**src/rtl/mem_access_arbiter.sv**
```systemverilog
// mem_access_arbiter: shares the 16x16 data memory controller between the pipeline
// MEM stage (port A, priority) and the debug/program loader (port B).
module mem_access_arbiter #(
    parameter logic [15:0] SCRATCH_ADDR = 16'h000F,
    parameter int unsigned MAX_WAIT     = 4
) (
    input  logic        clk,
    input  logic        resetn,
    input  logic        a_req,
    input  logic        a_we,
    input  logic [15:0] a_addr,
    input  logic [15:0] a_wdata,
    input  logic        b_req,
    input  logic        b_we,
    input  logic [15:0] b_addr,
    input  logic [15:0] b_wdata,
    output logic        a_gnt,
    output logic        b_gnt,
    output logic        a_rvalid,
    output logic        b_rvalid,
    output logic [15:0] rdata,
    output logic [15:0] mem_write_addr,
    output logic [15:0] mem_read_addr,
    output logic [15:0] mem_write_data,
    input  logic [15:0] mem_read_data
);

    localparam logic [1:0] IDLE  = 2'd0;
    localparam logic [1:0] ISSUE = 2'd1;
    localparam logic [1:0] RESP  = 2'd2;
    localparam logic [3:0] WAIT_LIMIT = 4'(MAX_WAIT);

    logic [1:0]  state;
    logic        cap_we;
    logic        cap_b;
    logic [15:0] cap_addr;
    logic [15:0] cap_wdata;
    logic [15:0] rdata_q;
    logic [3:0]  wait_cnt;

    logic b_forced;
    logic a_win;
    logic b_win;
    logic write_live;

    // B is forced through once A has taken MAX_WAIT grants while B was waiting.
    assign b_forced = b_req && (wait_cnt == WAIT_LIMIT);
    assign a_win    = a_req && !b_forced;
    assign b_win    = b_req && !a_win;

    always_ff @(posedge clk or negedge resetn) begin
        if (!resetn) begin
            state     <= IDLE;
            cap_we    <= 1'b0;
            cap_b     <= 1'b0;
            cap_addr  <= 16'h0000;
            cap_wdata <= 16'h0000;
            rdata_q   <= 16'h0000;
            wait_cnt  <= 4'd0;
        end else begin
            case (state)
                IDLE: begin
                    if (a_win || b_win) begin
                        cap_b     <= b_win;
                        cap_we    <= b_win ? b_we    : a_we;
                        cap_addr  <= b_win ? b_addr  : a_addr;
                        cap_wdata <= b_win ? b_wdata : a_wdata;
                        state     <= ISSUE;
                    end
                    if (b_win || !b_req)
                        wait_cnt <= 4'd0;
                    else if (a_win && (wait_cnt != WAIT_LIMIT))
                        wait_cnt <= wait_cnt + 4'd1;
                end
                ISSUE: state <= cap_we ? IDLE : RESP;
                RESP: begin
                    rdata_q <= mem_read_data;
                    state   <= IDLE;
                end
                default: state <= IDLE;
            endcase
        end
    end

    // Writes aimed at the scratch word are granted but never reach memory.
    assign write_live = (state == ISSUE) && cap_we &&
                        (cap_addr[3:0] != SCRATCH_ADDR[3:0]);

    assign a_gnt    = (state == ISSUE) && !cap_b;
    assign b_gnt    = (state == ISSUE) &&  cap_b;
    assign a_rvalid = (state == RESP)  && !cap_b;
    assign b_rvalid = (state == RESP)  &&  cap_b;
    assign rdata    = (state == RESP) ? mem_read_data : rdata_q;

    assign mem_write_addr = write_live ? cap_addr  : SCRATCH_ADDR;
    assign mem_write_data = write_live ? cap_wdata : 16'h0000;
    // Read address simply follows the last captured address; it is what the
    // controller samples at the end of ISSUE and stays stable afterwards.
    assign mem_read_addr  = cap_addr;

endmodule

```
**config.mk**
```make
export PLATFORM = sky130hd
export DESIGN_NAME = mem_access_arbiter
export DESIGN_NICKNAME = d
export VERILOG_FILES = /design/src/rtl/mem_access_arbiter.sv
export SDC_FILE = /design/constraint.sdc
export NUM_CORES = 1
export LEC_CHECK = 0
export BUFFER_PORTS_ARGS = -buffer_cell sky130_fd_sc_hd__buf_2
export CAP_MARGIN = 40
export CORE_ASPECT_RATIO = 1.2
export CORE_MARGIN = 2
export CORE_UTILIZATION = 40
export DETAILED_ROUTE_END_ITERATION = 8
export PLACE_DENSITY = 0.82
export SLEW_MARGIN = 20
export SYNTH_ARGS = -nofsm -noshare
export SYNTH_HDL_FRONTEND = slang
export SYNTH_SLANG_ARGS = --single-unit
export TNS_END_PERCENT = 20
```
**constraint.sdc**
```tcl
create_clock -name clk -period 1.5 [get_ports clk]
set_input_delay 0 -clock clk [delete_from_list [all_inputs] [get_ports clk]]
set_output_delay 0 -clock clk [all_outputs]
set_load 0.005 [all_outputs]
```
==> metrics.txt <==
Final period util=1.14; total of max-cap violations=0; Avg WL per Cell=18.6 um; count of final hold-check violations=0; Post-Place Setup Slack=-0.00328 ns; H-tree depth=2; final-stage net count=622; Power Density=1600 nW/um^2; Die Y=101 um; fill cell count=536; Num CTS Buffers=5; DR DRC count=0; synthesized cell area=3150 sq um; CP Launch Type=flip-flop; Slew HR=0.677; HPWL Detailed=6310 um; antenna violations before repair=0; dpl cell area=4070 sq um; core area=7660 sq um; row count=35; Critical Path Sink Type=output port; leak pwr=0.00252 uW; maximum vdd drop=1110 uV; Longest Clk Path Bufs=2; antenna-violating nets left=0; slowest CP cell=dfrtp_2; CP max FO=8; Top Family by Delay on Critical Path=buffers and inverters; Crit path largest cell delay=0.41 ns; clock slew at reported path FFs=0.10 ns; Bufs and invs on worst path=3; final worst slack=-0.207 ns; Initial DRT Pass Iterations=4; Max Fclk=586 MHz; Ys Warns=0; Clock Sinks=56; layout cells sized above 1=0.484; Setup CP Type=reg -> out; Hold Crit Start=b_addr[4]; number of synthesized flops with an enable pin=0; number of diodes=0; Worst R2R Start=state[1]; Yosys reg bits=56; status=finished, violations left; io pins=154; RSZ-0062 raised after global routing=yes; DR vias/cell=5.54; die width=85.1 um; final setup fails=46; GP Congestion=0.789; Via Count=3473; global-route wire length before repair=16700 um; top_reg_cell synth=dfrtp_1; skew final=0.00975 ns; initial core utilization=0.412; syn avg cell area=10.4 sq um; Iteration-0 DRC Markers=204; Seq pwr share=0.314; clock share of power=0.103; WP data required=1.50 ns; Post-Route WL=11600 um; sequential fraction of the synthesis area=0.444; Net Sw Power=3280 uW; Worst Setup SP=state[1]; die area=8610 sq um; CTS tree=done; pin count of the biggest net entering global routing=39; Clk Latency, worst-skew pair=0.31 ns; number of global-route vias before repair=3619; failing checks=negative setup slack; Overflow after GRT=0; gr usage total=0.244; WHS=0.00802 ns; setup TNS=-6.15 ns; fraction of registers with async set/reset=1.00; combinational power share=0.583; Tmin final=1.71 ns; Synth Instances=302; critical path arrival=1.71 ns; cells along the critical path=nand3b_1 > a41oi_2 > buf_4 > buf_6 > and2_4 > buf_6; Final Max Slew Viols=0; Worst-Margin Slew=0.485 ns; Synth cell types=30; switch share=0.388; Most common cell on crit path=buf_6; Post-Synthesis Net Count=390; Worst Hold Class=in -> reg; Internal=5170 uW; CTS root buffer=clkbuf_8; IO buf count=153; Area growth syn-to-layout=67.5%; post-route cell area=5280 sq um
power groups by stage:
stage / Clock, uW / Combinational [uW] / Sequential [uW]
floorplan: 0 / 2530 / 2550
global placement: 0 / 3790 / 2600
detailed placement: 0 / 3900 / 2630
CTS: 900 / 4180 / 2590
global route: 951 / 5330 / 2720
finish: 873 / 4920 / 2650
area by class of cell:
cell class	count	area (sq um)	area share
Clock buffer	7	86.3	0.0163
Clock inverter	1	7.51	0.00142
Inverter	37	139	0.0263
Multi-Input combinational cell	179	1570	0.297
Sequential cell	56	1400	0.266
Tap cell	92	115	0.0218
Timing Repair Buffer	255	1960	0.371
state kept, by name, summed over array words and instances, names as in the netlist:
register and cells:
mem_read_addr 16, cap_b 1, wait_cnt 4, state 2, cap_we 1, rdata_q 16, cap_wdata 16
cell usage in the layout, fill, tap and decap left out, types with 3 or more instances in the layout:
cell type      count
mux2_2             8
o221ai_2          31
nand2b_4           4
dfrtp_1           54
mux2_4             7
and2_1            16
clkbuf_8           6
buf_6             27
buf_4             14
buf_2            130
buf_12             5
nor2_1             3
o21ai_0            3
nand3_1           35
inv_1             37
dlygate4sd3_1     77
nand4_1           34
and2_4            16
worst reg2reg max path: stages, from the launching register on:
cell      delay, ns
dfrtp_2        0.41
buf_4          0.14
buf_6          0.12
nor2_4         0.18
buf_12         0.19
nand3_1        0.13
o311ai_2       0.27
stage by stage:
step                      power (uW)  instances   util
after global routing            9010        627  0.689
after floorplan                 5080        302      -
after global placement          6380        535  0.531
after detailed placement        6540        535  0.531
after CTS                       7670        624  0.651
final                           8440        627  0.689
path summary, 6_finish.rpt:
kind	to	slack, ns	depth (start not counted)
worst min register to register	state[1]	0.49	1
worst min-delay path	mem_read_addr[4]	0.008	3
worst max-delay path	mem_write_addr[7]	-0.21	6
min in group asynchronous	rdata_q[3]	0.18	2
max in group asynchronous	state[1]	0.73	3
worst max register to register	wait_cnt[3]	-0.02	6
Yosys cell counts, drive strengths merged (2+ instances only):
| master | count | area share |
|---|---|---|
| dfrtp | 56 | 0.44 |
| inv | 37 | 0.044 |
| nand3 | 36 | 0.057 |
| nand4 | 34 | 0.067 |
| o221ai | 33 | 0.15 |
| and2 | 32 | 0.064 |
| buf | 16 | 0.037 |
| mux2 | 16 | 0.057 |
| clkbuf | 14 | 0.017 |
| nand2b | 5 | 0.0099 |
| nor2 | 4 | 0.0056 |
| o21ai | 4 | 0.0063 |
| ha | 2 | 0.0079 |
| nand2 | 2 | 0.0024 |
| nand3b | 2 | 0.0048 |
| o311ai | 2 | 0.0056 |
cell families (layout without fill, tap and decap cells):
family | count (synthesis) | after routing | synth area share
buffers and inverters | 67 | 300 | 0.0980
AND/OR/NAND/NOR | 118 | 118 | 0.218
flip-flops | 56 | 56 | 0.444
multiplexers | 17 | 17 | 0.0603
AO/OA/AOI/OAI | 42 | 42 | 0.171
adder cells (fa/ha/maj) | 2 | 2 | 0.00793
what timing repair did:
| item | CTS | global route |
|---|---|---|
| endpoints found under the hold margin | 67 | 0 |
| setup buffers | 3 | 3 |
| resized for setup | 8 | 64 |
| cloned | 1 | 0 |
| hold buffers | 77 | 0 |
| pin swaps | 7 | 9 |
| endpoints found under the setup margin | 51 | 78 |
metal layers:
metal  track usage  routed length (um)
met1         0.256                4120
met2         0.464                6280
met3        0.0465                 703
met4         0.116                 531
met5             0                   0
Note: power is estimated with default switching activity, not from simulation.
